--- src/rtl/muldiv_unit.sv ---
// Multi-cycle multiply/divide unit with HI/LO registers for the MIPS core.
// Shift-add multiply and restoring divide on magnitudes, signs fixed up in a final cycle.
module muldiv_unit #(
  parameter int WIDTH = 32,
  parameter int CNTW  = $clog2(WIDTH) + 1
) (
  input  logic             iCLK,
  input  logic             iRST_n,
  input  logic             iStart,
  input  logic [2:0]       iOp,
  input  logic [WIDTH-1:0] iA,
  input  logic [WIDTH-1:0] iB,
  input  logic             iCancel,
  output logic [WIDTH-1:0] oHI,
  output logic [WIDTH-1:0] oLO,
  output logic             oBusy,
  output logic             oDone,
  output logic             oDivZero
);

  // Handshake: iStart is sampled only in IDLE; oBusy is high in RUN/FIX;
  // oDone pulses for exactly one cycle after HI/LO were written.
  localparam logic [2:0] OP_MULT  = 3'b001;
  localparam logic [2:0] OP_MULTU = 3'b010;
  localparam logic [2:0] OP_DIV   = 3'b011;
  localparam logic [2:0] OP_DIVU  = 3'b100;
  localparam logic [2:0] OP_MTHI  = 3'b101;
  localparam logic [2:0] OP_MTLO  = 3'b110;

  typedef enum logic [1:0] {
    S_IDLE = 2'd0,
    S_RUN  = 2'd1,
    S_FIX  = 2'd2
  } state_t;

  state_t             state_q;
  logic [CNTW-1:0]    cnt_q;
  logic [WIDTH-1:0]   hi_q, lo_q;
  logic               done_q, divzero_q;
  logic [2*WIDTH-1:0] acc_q;
  logic [WIDTH-1:0]   mcand_q;   // multiplicand or divisor magnitude
  logic [WIDTH-1:0]   shreg_q;   // multiplier, or dividend shifting into quotient
  logic [WIDTH:0]     rem_q;
  logic [WIDTH-1:0]   araw_q;
  logic               is_div_q, bzero_q, sgn_res_q, sgn_rem_q;

  logic               signed_op, a_neg, b_neg;
  logic [WIDTH-1:0]   a_mag, b_mag;
  logic [WIDTH:0]     mul_sum_d;
  logic [2*WIDTH-1:0] acc_d, prod_neg_d;
  logic [WIDTH+1:0]   div_shift_d;
  logic               div_ge_d;
  logic [WIDTH:0]     rem_d;

  always_comb begin
    signed_op   = (iOp == OP_MULT) || (iOp == OP_DIV);
    a_neg       = signed_op && iA[WIDTH-1];
    b_neg       = signed_op && iB[WIDTH-1];
    a_mag       = a_neg ? -iA : iA;
    b_mag       = b_neg ? -iB : iB;
    mul_sum_d   = {1'b0, acc_q[2*WIDTH-1:WIDTH]} + {1'b0, (shreg_q[0] ? mcand_q : {WIDTH{1'b0}})};
    acc_d       = {mul_sum_d, acc_q[WIDTH-1:1]};
    prod_neg_d  = -acc_q;
    div_shift_d = {rem_q, shreg_q[WIDTH-1]};
    div_ge_d    = div_shift_d >= {2'b00, mcand_q};
    rem_d       = div_ge_d ? (div_shift_d[WIDTH:0] - {1'b0, mcand_q}) : div_shift_d[WIDTH:0];
  end

  always_ff @(posedge iCLK or negedge iRST_n) begin
    if (!iRST_n) begin
      state_q   <= S_IDLE;
      cnt_q     <= '0;
      hi_q      <= '0;
      lo_q      <= '0;
      done_q    <= 1'b0;
      divzero_q <= 1'b0;
      acc_q     <= '0;
      mcand_q   <= '0;
      shreg_q   <= '0;
      rem_q     <= '0;
      araw_q    <= '0;
      is_div_q  <= 1'b0;
      bzero_q   <= 1'b0;
      sgn_res_q <= 1'b0;
      sgn_rem_q <= 1'b0;
    end else begin
      done_q <= 1'b0;
      case (state_q)
        S_IDLE: begin
          if (iStart && !iCancel) begin
            case (iOp)
              OP_MTHI: begin
                hi_q      <= iA;
                done_q    <= 1'b1;
                divzero_q <= 1'b0;
              end
              OP_MTLO: begin
                lo_q      <= iA;
                done_q    <= 1'b1;
                divzero_q <= 1'b0;
              end
              OP_MULT, OP_MULTU, OP_DIV, OP_DIVU: begin
                divzero_q <= 1'b0;
                is_div_q  <= (iOp == OP_DIV) || (iOp == OP_DIVU);
                bzero_q   <= (iB == '0);
                sgn_res_q <= a_neg ^ b_neg;
                sgn_rem_q <= a_neg;
                araw_q    <= iA;
                shreg_q   <= a_mag;
                mcand_q   <= b_mag;
                acc_q     <= '0;
                rem_q     <= '0;
                cnt_q     <= '0;
                state_q   <= S_RUN;
              end
              default: ;
            endcase
          end
        end
        S_RUN: begin
          if (iCancel) begin
            state_q <= S_IDLE;
          end else begin
            cnt_q <= cnt_q + 1'b1;
            if (is_div_q) begin
              rem_q   <= rem_d;
              shreg_q <= {shreg_q[WIDTH-2:0], div_ge_d};
            end else begin
              acc_q   <= acc_d;
              shreg_q <= {1'b0, shreg_q[WIDTH-1:1]};
            end
            if (cnt_q == CNTW'(WIDTH - 1)) state_q <= S_FIX;
          end
        end
        S_FIX: begin
          state_q <= S_IDLE;
          if (!iCancel) begin
            done_q <= 1'b1;
            if (!is_div_q) begin
              {hi_q, lo_q} <= sgn_res_q ? prod_neg_d : acc_q;
            end else if (bzero_q) begin
              hi_q      <= araw_q;
              lo_q      <= '1;
              divzero_q <= 1'b1;
            end else begin
              lo_q <= sgn_res_q ? -shreg_q : shreg_q;
              hi_q <= sgn_rem_q ? -rem_q[WIDTH-1:0] : rem_q[WIDTH-1:0];
            end
          end
        end
        default: state_q <= S_IDLE;
      endcase
    end
  end

  assign oHI      = hi_q;
  assign oLO      = lo_q;
  assign oBusy    = (state_q != S_IDLE);
  assign oDone    = done_q;
  assign oDivZero = divzero_q;

endmodule

--- config.mk ---
export PLATFORM = sky130hd
export DESIGN_NAME = muldiv_unit
export DESIGN_NICKNAME = d
export VERILOG_FILES = /design/src/rtl/muldiv_unit.sv
export SDC_FILE = /design/constraint.sdc
export NUM_CORES = 1
export LEC_CHECK = 0
export CELL_PAD_IN_SITES_DETAIL_PLACEMENT = 0
export CELL_PAD_IN_SITES_GLOBAL_PLACEMENT = 1
export CORE_ASPECT_RATIO = 1.75
export CORE_MARGIN = 2
export CORE_UTILIZATION = 46
export CTS_CLUSTER_SIZE = 40
export DETAILED_ROUTE_END_ITERATION = 6
export PLACE_DENSITY_LB_ADDON = 0.1
export SYNTH_ARGS = -nofsm -noshare
export SYNTH_HDL_FRONTEND = slang
export SYNTH_SLANG_ARGS = --single-unit
--- constraint.sdc ---
create_clock -name iCLK -period 4.2 [get_ports iCLK]
set_clock_uncertainty 0.2 [all_clocks]
set_input_delay 0.63 -clock iCLK [delete_from_list [all_inputs] [get_ports iCLK]]
set_output_delay 0.63 -clock iCLK [all_outputs]
set_load 0.02 [all_outputs]
# --- After elaboration in Yosys (flattened, before gate mapping) ---
# Index checks and enable logic that the tools add are counted.
classes:
  add_sub_neg: 8
  magnitude_cmp: 1
  n_eq_ne: 21
  muxes: 53
  n_bitwise: 1
  reduce_logical: 22
op_table:
  columns: ["op", "count"]
  rows:
  - ["32-bit two-way mux", 19]
  - ["64-bit two-way mux", 5]
  - ["32-bit one-hot mux with 2 select lines", 3]
  - ["33-bit two-way mux", 5]
  - ["32-bit negation", 4]
  - ["64-bit one-hot mux with 2 select lines", 1]
  - ["33-bit one-hot mux with 2 select lines", 1]
  - ["64-bit negation", 1]
  - ["34-bit by 32-bit greater-or-equal comparator with 1-bit output", 1]
  - ["32-bit by 32-bit adder with 33-bit output", 1]
  - ["33-bit by 32-bit subtractor with 33-bit output", 1]
  - ["32-bit logical NOT", 1]
  - ["6-bit two-way mux", 3]
  - ["2-bit inequality test (second input constant)", 8]
  - ["6-bit one-hot mux with 2 select lines", 1]
  - ["4-bit AND reduction", 3]
  - ["5-bit AND reduction", 2]
  - ["3-bit == test (second input constant)", 3]
  - ["1-bit two-way mux", 8]
  - ["2-bit two-way mux", 4]
  - ["6-bit by 1-bit adder with 6-bit output (second input constant)", 1]
  - ["3-bit by 2-bit == test with 1-bit output (second input constant)", 2]
  - ["6-bit by 5-bit == test with 1-bit output (second input constant)", 1]
  - ["2-bit by 1-bit inequality test with 1-bit output (second input constant)", 3]
  - ["17 further kinds", 24]
totals:
  ff_bits: 271
  out_inout_bits: 67
  word_cells: 121

# --- Logic depth before layout (Yosys ltp) ---
# Gate-level depths: netlist of run 1.
logic_depth:
  word_depth: 7
  mapped_depth: 15

# --- Least setup slack after synthesis of run 1 ---
# OpenSTA, ideal clock, no wires.
synth_timing:
  kind: "flip-flop to flip-flop"
  start: "register shreg_q[31]"
  end: "register shreg_q[0]"
  arrival_ps: 3010
  t_required_ps: 3876
  path_slack_ps: 866
  path_stages_with_launch: 15
  n_path_buf: 1
  period_less_slack_ps: 3334
  cell_sequence: "dfrtp_1 -> inv_1 -> ha_1 -> inv_1 -> fa_1 -> a21oi_1 -> o221a_2 -> a211oi_1 -> o21ai_0 -> o21ai_0 -> a31o_2 -> a21oi_1 -> clkbuf_1 -> a211oi_1 -> a211o_1"
synth_via:
  elab_chain_cells: 4
synth_rtl:
  columns: ["item", "line", "rtl"]
  rows:
  - ["start: declaration", "42", "logic [WIDTH-1:0] shreg_q;"]
  - ["start signal: assignment", "109", "shreg_q <= a_mag;"]
  - ["start signal: assignment", "127", "shreg_q <= {shreg_q[WIDTH-2:0], div_ge_d};"]
  - ["start signal: assignment", "130", "shreg_q <= {1'b0, shreg_q[WIDTH-1:1]};"]
  - ["34-bit by 32-bit greater-or-equal comparator with 1-bit output", "65", "div_ge_d = div_shift_d >= {2'b00, mcand_q};"]
  - ["32-bit two-way mux", "125", "if (is_div_q) begin"]
  - ["32-bit two-way mux", "121", "if (iCancel) begin"]
  - ["32-bit one-hot mux with 2 select lines", "88", "case (state_q)"]
# Every way passes these cells. The select of a mux whose other input is x is not followed.
# A chain may end at the register's enable or synchronous reset.

# --- Worst setup path in the final report of run 1 ---
layout_timing:
  start: "register shreg_q[31]"
  end: "register rem_q[32]"
layout_via:
  elab_chain_cells: 5
  elab_cells_between_ends: 6
  classes_between: "add/sub: 1; order compare: 1; mux: 4"
layout_rtl:
  columns: ["item", "line", "rtl"]
  rows:
  - ["33-bit by 32-bit subtractor with 33-bit output or 34-bit by 32-bit greater-or-equal comparator with 1-bit output (tied branches)", "66, 65", null]
  - ["33-bit two-way mux *", "66", "rem_d = div_ge_d ? (div_shift_d[WIDTH:0] - {1'b0, mcand_q}) : div_shift_d[WIDTH:0];"]
  - ["33-bit two-way mux *", "125", null]
  - ["33-bit two-way mux *", "121", null]
  - ["33-bit one-hot mux with 2 select lines *", "88", null]
  - ["end signal: assignment", "126", "rem_q <= rem_d;"]
  - ["end: declaration", "43", "logic [WIDTH:0] rem_q;"]
# Mark *: on every way between the ends. The rest lies on a longest branch, timed or not. The select of a mux whose other input is x is not followed.

==> metrics.csv, run 1 <==
metric,value,unit
fin nets,2723,
Synth Register Bits,271,
Hold/Removal Path Class,register to register,
Ports,138,
# setup viols final,0,
crit path from,shreg_q[31],
Die Ht,279.2,µm
unrepaired setup endpoints after global routing,false,
Max Freq,258.0,MHz
# diodes,0,
relative slew slack,0.2795,
total core area,0.04267,mm²
largest net degree at the start of global routing,89,
asr flop ratio synth,1.000,
post-DP HPWL,58290,µm
Die W,161.3,µm
first-pass GRT wire length,115900,µm
number of distinct library cells after synthesis,75,
FILL cells,4095,
Synth Flop Type,dfrtp_1,
CP endpoint kind,register,
Pre-Repair DR Iteration Count,5,
outcome,finished clean,
final worst-path setup slack,0.3239,ns
drt wl/cell,23.84,µm
Post-Synthesis Cells,2488,
CTS root buf,clkbuf_16,
vias in the first global route,19223,
worst-skew pair later-pin latency,0.58,ns
crit path max fanout,11,
layout cells sized above 1,0.07955,
Hold WS,0.2739,ns
GRT Overall Usage,0.3352,
R2R depth,14,
total design power,14.29,mW
Ys Warns,0,
part of the Yosys area used for sequential elements,0.3406,
fin crit period,3.876,ns
total CTS buffers,30,
Initial Util,0.4667,
WP data required,4.47,ns
max-cap violations,0,
final slew viol count,0,
"Area growth, synth to finish",16.32,%
Hold Fails Final Rpt,0,
Clock H-tree levels,1,
Die Area,0.04503,mm²
reg-to-reg startpoint,shreg_q[31],
DRC errors left,0,
peak supply drop,0.3598,mV
remaining global-route overflow,0,
Avg Inst Size Synth,8.003,µm²
# clock sinks,271,
Post-DRT Antenna Nets,0,
initial antenna violation count,0,
Netlist Area Pre-Place,0.01991,mm²
"commonest non-fill, non-tap cell in the layout",nand2_1,
crit path DAT,4.14,ns
CTS max path bufs,3,
startpoint types,register,
Post-synth EDFFs,0,
Final period util,0.9229,
final std cells w/o fill,3163,
row count,100,
flop2flop setup slack,0.32,ns
detailed-route via count,19130,
crit path kind,register to register,
TritonCTS clock tree,yes,
static leakage,10.33,nW
"commonest cells after routing, fill and taps aside","386 x nand2_1, 268 x dfrtp_1, 238 x o21ai_0",
Final Wtd Congestion,0.9571,
Vias/cell,6.048,
Least-Margin Pin Slew,1.081,ns
syn nets,2631,
I/O Buffers,137,
Clock transition at path regs,0.06,ns
post-placement cell count,3108,
Place WS,0.3339,ns
drt total wl,75400,µm
Setup TNS,0,ns
Iteration-0 DRC Markers,1361,
PwrDens,617.1,mW/mm²
reg-to-reg endpoint,rem_q[32],
Critical Path End,rem_q[32],
[cell families (layout without fill, tap and decap cells)]
| family | count (synthesis) | in the layout | share of synthesized area |
|---|---|---|---|
| adder cells (fa/ha/maj) | 72 | 72 | 0.04600 |
| multiplexers | 73 | 73 | 0.03733 |
| XOR/XNOR | 228 | 228 | 0.1003 |
| flip-flops | 271 | 271 | 0.3406 |
| AO/OA/AOI/OAI | 711 | 711 | 0.2229 |
| AND/OR/NAND/NOR | 892 | 892 | 0.2066 |
| buffers and inverters | 241 | 355 | 0.04631 |
[where the power goes]
group          total (mW)  switching [mW]  internal, mW
sequential           4.32           0.981          3.34
combinational        7.24            4.33          2.91
clock                2.74            1.17          1.57
total                14.3            6.48          7.81
[worst max-delay path, stage by stage, from the launching register on]
cell and delay, ns:
dfrtp_1 0.56, inv_1 0.16, ha_1 0.23, inv_1 0.07, fa_1 0.22, a21oi_1 0.09, o221a_2 0.29, a211oi_1 0.32
o21ai_0 0.24, o21ai_0 0.34, a31o_2 0.27, a21oi_1 0.08, buf_4 0.18, o2111a_1 0.24, a221o_1 0.26
[sequential cells by signal, summed over array words and instances, names as in the netlist]
register and cells:
acc_q 64, rem_q 33, araw_q 32, mcand_q 32, oHI 32, oLO 32, shreg_q 32, cnt_q 6
state_q 2, bzero_q 1, is_div_q 1, oDivZero 1, oDone 1, sgn_rem_q 1, sgn_res_q 1
[stage by stage]
step             util  instance area [µm²]
6_report       0.5428                23160
5_1_grt        0.5428                23160
4_1_cts        0.5428                23160
3_5_place_dp   0.5195                22160
3_3_place_gp   0.5195                22160
2_1_floorplan       -                19910
[routing by layer]
metal,global-route usage,wire [µm],up-vias
met3,0.03520,3160,248
met4,0.2793,7619,0
li1,-,-,9049
met2,0.5871,37530,598
met1,0.3613,27090,9235
met5,0,0,-
[final cells by class]
| cell class | count | area, µm² | share of cell area |
|---|---|---|---|
| multi-input cells | 1976 | 12250 | 0.5288 |
| flip-flops and latches | 271 | 6788 | 0.2931 |
| inverters | 73 | 274.0 | 0.01183 |
| clock buffers | 43 | 880.8 | 0.03803 |
| well taps | 561 | 701.9 | 0.03031 |
| clock inverters | 11 | 105.1 | 0.004538 |
| repair buffers | 228 | 2162 | 0.09335 |
[repair_timing]
| action | CTS | global route |
|---|---|---|
| buffers inserted | 0 | 0 |
| hold buffers | 1 | 0 |
| resized for setup | 0 | 0 |
| hold endpoints to repair | 84 | 0 |
[worst min path at each step]
stage                 endpoint  slack [ns]        from  cells past startpoint
finish              araw_q[22]        0.27  araw_q[22]                      2
global route         araw_q[7]        0.29   araw_q[7]                      2
CTS                 araw_q[22]        0.28  araw_q[22]                      2
detailed placement  araw_q[22]        0.26  araw_q[22]                      2
global placement    araw_q[10]        0.25  araw_q[10]                      2
floorplan             acc_q[0]        0.13      iRST_n                      0
[cells in the mapped netlist (35+ instances only)]
master    count  area, µm²
nand2_1     387       1453
dfrtp_1     271       6782
o21ai_0     238       1191
nor2_1      166      623.1
a21oi_1     160      800.8
clkbuf_1    141      529.3
xnor2_1     127       1112
nand3_1     104      520.5
xor2_1      101      884.6
inv_1        73      274.0
ha_1         70      875.8
mux2i_1      63      630.6
o31ai_1      55      412.9
nor3_1       47      235.2
or3_1        35      219.0
Note: power is estimated with default switching activity, not from simulation.
==> inputs of run 2 (changes only) <==
CORE_UTILIZATION = 39   (was 46)
==> metrics.csv, run 2 (same netlist as run 1, synthesis figures left out) <==
metric,value,unit
dpl cell area,0.02231,mm²
WP data required,4.45,ns
Die Ht,302.9,µm
total core area,0.05046,mm²
Final Util,0.4615,
max-cap violations,0,
Post-DRT Antenna Nets,0,
TritonCTS clock tree,yes,
layout cells sized above 1,0.07814,
CP endpoint kind,register,
switching share of power,0.4544,
unrepaired setup endpoints after global routing,false,
vias in the first global route,19525,
PwrDens,614.7,mW/mm²
"Area growth, synth to finish",16.97,%
Initial Util,0.3946,
Hold/Removal Path Class,register to register,
fin nets,2722,
# setup viols final,0,
Ports,138,
Vias/cell,5.855,
share of power burned in registers,0.303,
remaining global-route overflow,0,
I/O Buffers,137,
area occupied by multi-input gates,0.01225,mm²
Final period util,0.9541,
worst-skew pair later-pin latency,0.58,ns
CTS max path bufs,3,
CTS root buf,clkbuf_16,
Top reg by flops,acc_q,
relative slew slack,0.3107,
Least-Margin Pin Slew,1.034,ns
Clock transition at path regs,0.07,ns
crit path kind,register to register,
drt total wl,79380,µm
Logic pwr share,0.505,
post-CTS setup buffer count,0,
GRT Overall Usage,0.2974,
register area,0.006788,mm²
startpoint types,register,
drt wl/cell,24.32,µm
crit path DAT,4.26,ns
"Design Area, Final",0.02329,mm²
Pre-Repair DR Iteration Count,5,
final slew viol count,0,
DRC errors left,0,
"commonest cells after routing, fill and taps aside","386 x nand2_1, 268 x dfrtp_1, 238 x o21ai_0",
crit path max fanout,11,
Max Freq,249.6,MHz
Die Area,0.05295,mm²
biggest regs,"acc_q: 64 flops, rem_q: 33 flops",
Final Wtd Congestion,0.9663,
static leakage,10.31,nW
clock power share,0.193,
FILL cells,5052,
# diodes,0,
detailed-route via count,19110,
Die W,174.8,µm
first-pass GRT wire length,119500,µm
peak supply drop,0.3456,mV
Clock H-tree levels,1,
# clock sinks,271,
total CTS buffers,29,
row count,109,
post-DP HPWL,62100,µm
Setup TNS,0,ns
"commonest non-fill, non-tap cell in the layout",nand2_1,
largest net degree at the start of global routing,77,
NetSw,6.506,mW
outcome,finished clean,
Hold WS,0.2759,ns
initial antenna violation count,0,
max reg flops,64,
Iteration-0 DRC Markers,1160,
fin crit period,4.007,ns
P_int,7.811,mW
Hold Fails Final Rpt,0,
==> run 2: cell count changes in the layout (fill, tap and decap cells not counted) <==
| cell | change |
|---|---|
| clkbuf_8 | -1 |
| buf_12 | +1 |
| clkbuf_16 | -2 |
| clkinvlp_4 | +2 |
| bufinv_16 | +2 |
| clkinv_2 | -5 |
| buf_4 | -1 |
==> run 2: cell type report <==
class	count	share of cell area
clock inverters	10	0.006662
flip-flops and latches	271	0.2914
well taps	666	0.03578
multi-input cells	1976	0.5259
inverters	73	0.01177
clock buffers	40	0.03508
repair buffers	228	0.09337
==> run 2: what timing repair did <==
item / in CTS / in global routing
endpoints found under the setup margin: 0 / 0
resized for setup: 0 / 0
hold buffers: 1 / 0
endpoints found under the hold margin: 71 / 0
==> run 2: critical path, stage by stage, from the launching register on <==
cell      delay (ns)
dfrtp_1         0.44
inv_1           0.26
ha_1            0.24
inv_1           0.06
fa_1            0.42
a21oi_1         0.17
o221a_2         0.26
a211oi_1        0.11
o21ai_0         0.39
o21ai_0         0.22
a31o_2          0.33
a21oi_1         0.24
buf_12          0.16
a211oi_1        0.07
a211o_1         0.30
==> run 2: worst paths after layout <==
check | startpoint | to | slack [ns] | depth (start not counted)
setup / recovery | shreg_q[31] | shreg_q[0] | 0.19 | 14
max in group asynchronous | iRST_n | shreg_q[0] | 2.34 | 3
setup reg to reg | shreg_q[31] | shreg_q[0] | 0.19 | 14
hold reg to reg | araw_q[26] | araw_q[26] | 0.28 | 2
hold / removal | araw_q[26] | araw_q[26] | 0.28 | 2
min in group asynchronous | iRST_n | oLO[25] | 0.46 | 2
==> run 2: metal layers <==
| layer | global-route usage | vias up | routed length [µm] |
|---|---|---|---|
| met3 | 0.02807 | 204 | 2971 |
| met1 | 0.3034 | 9261 | 27930 |
| met5 | 0 | - | 0 |
| met4 | 0.2151 | 0 | 6596 |
| met2 | 0.5626 | 582 | 41870 |
| li1 | - | 9063 | - |
==> run 2: power groups by stage <==
stage / Combinational [mW] / Sequential [mW] / Clock [mW]
6_report: 7.22 / 4.34 / 2.76
3_3_place_gp: 7.14 / 4.34 / 0
2_1_floorplan: 4.83 / 4.06 / 0
5_1_grt: 7.89 / 4.44 / 2.91
3_5_place_dp: 7.20 / 4.37 / 0
4_1_cts: 7.24 / 4.32 / 2.81
==> run 2: metrics by stage <==
stage	total power [mW]	cells	worst slack [ns]
after CTS	14.36	3264	0.2505
after floorplan	8.890	2488	0.8661
after global placement	11.48	3213	0.3272
final	14.32	3264	0.1930
after detailed placement	11.57	3213	0.2856
after global routing	15.24	3264	0.008906
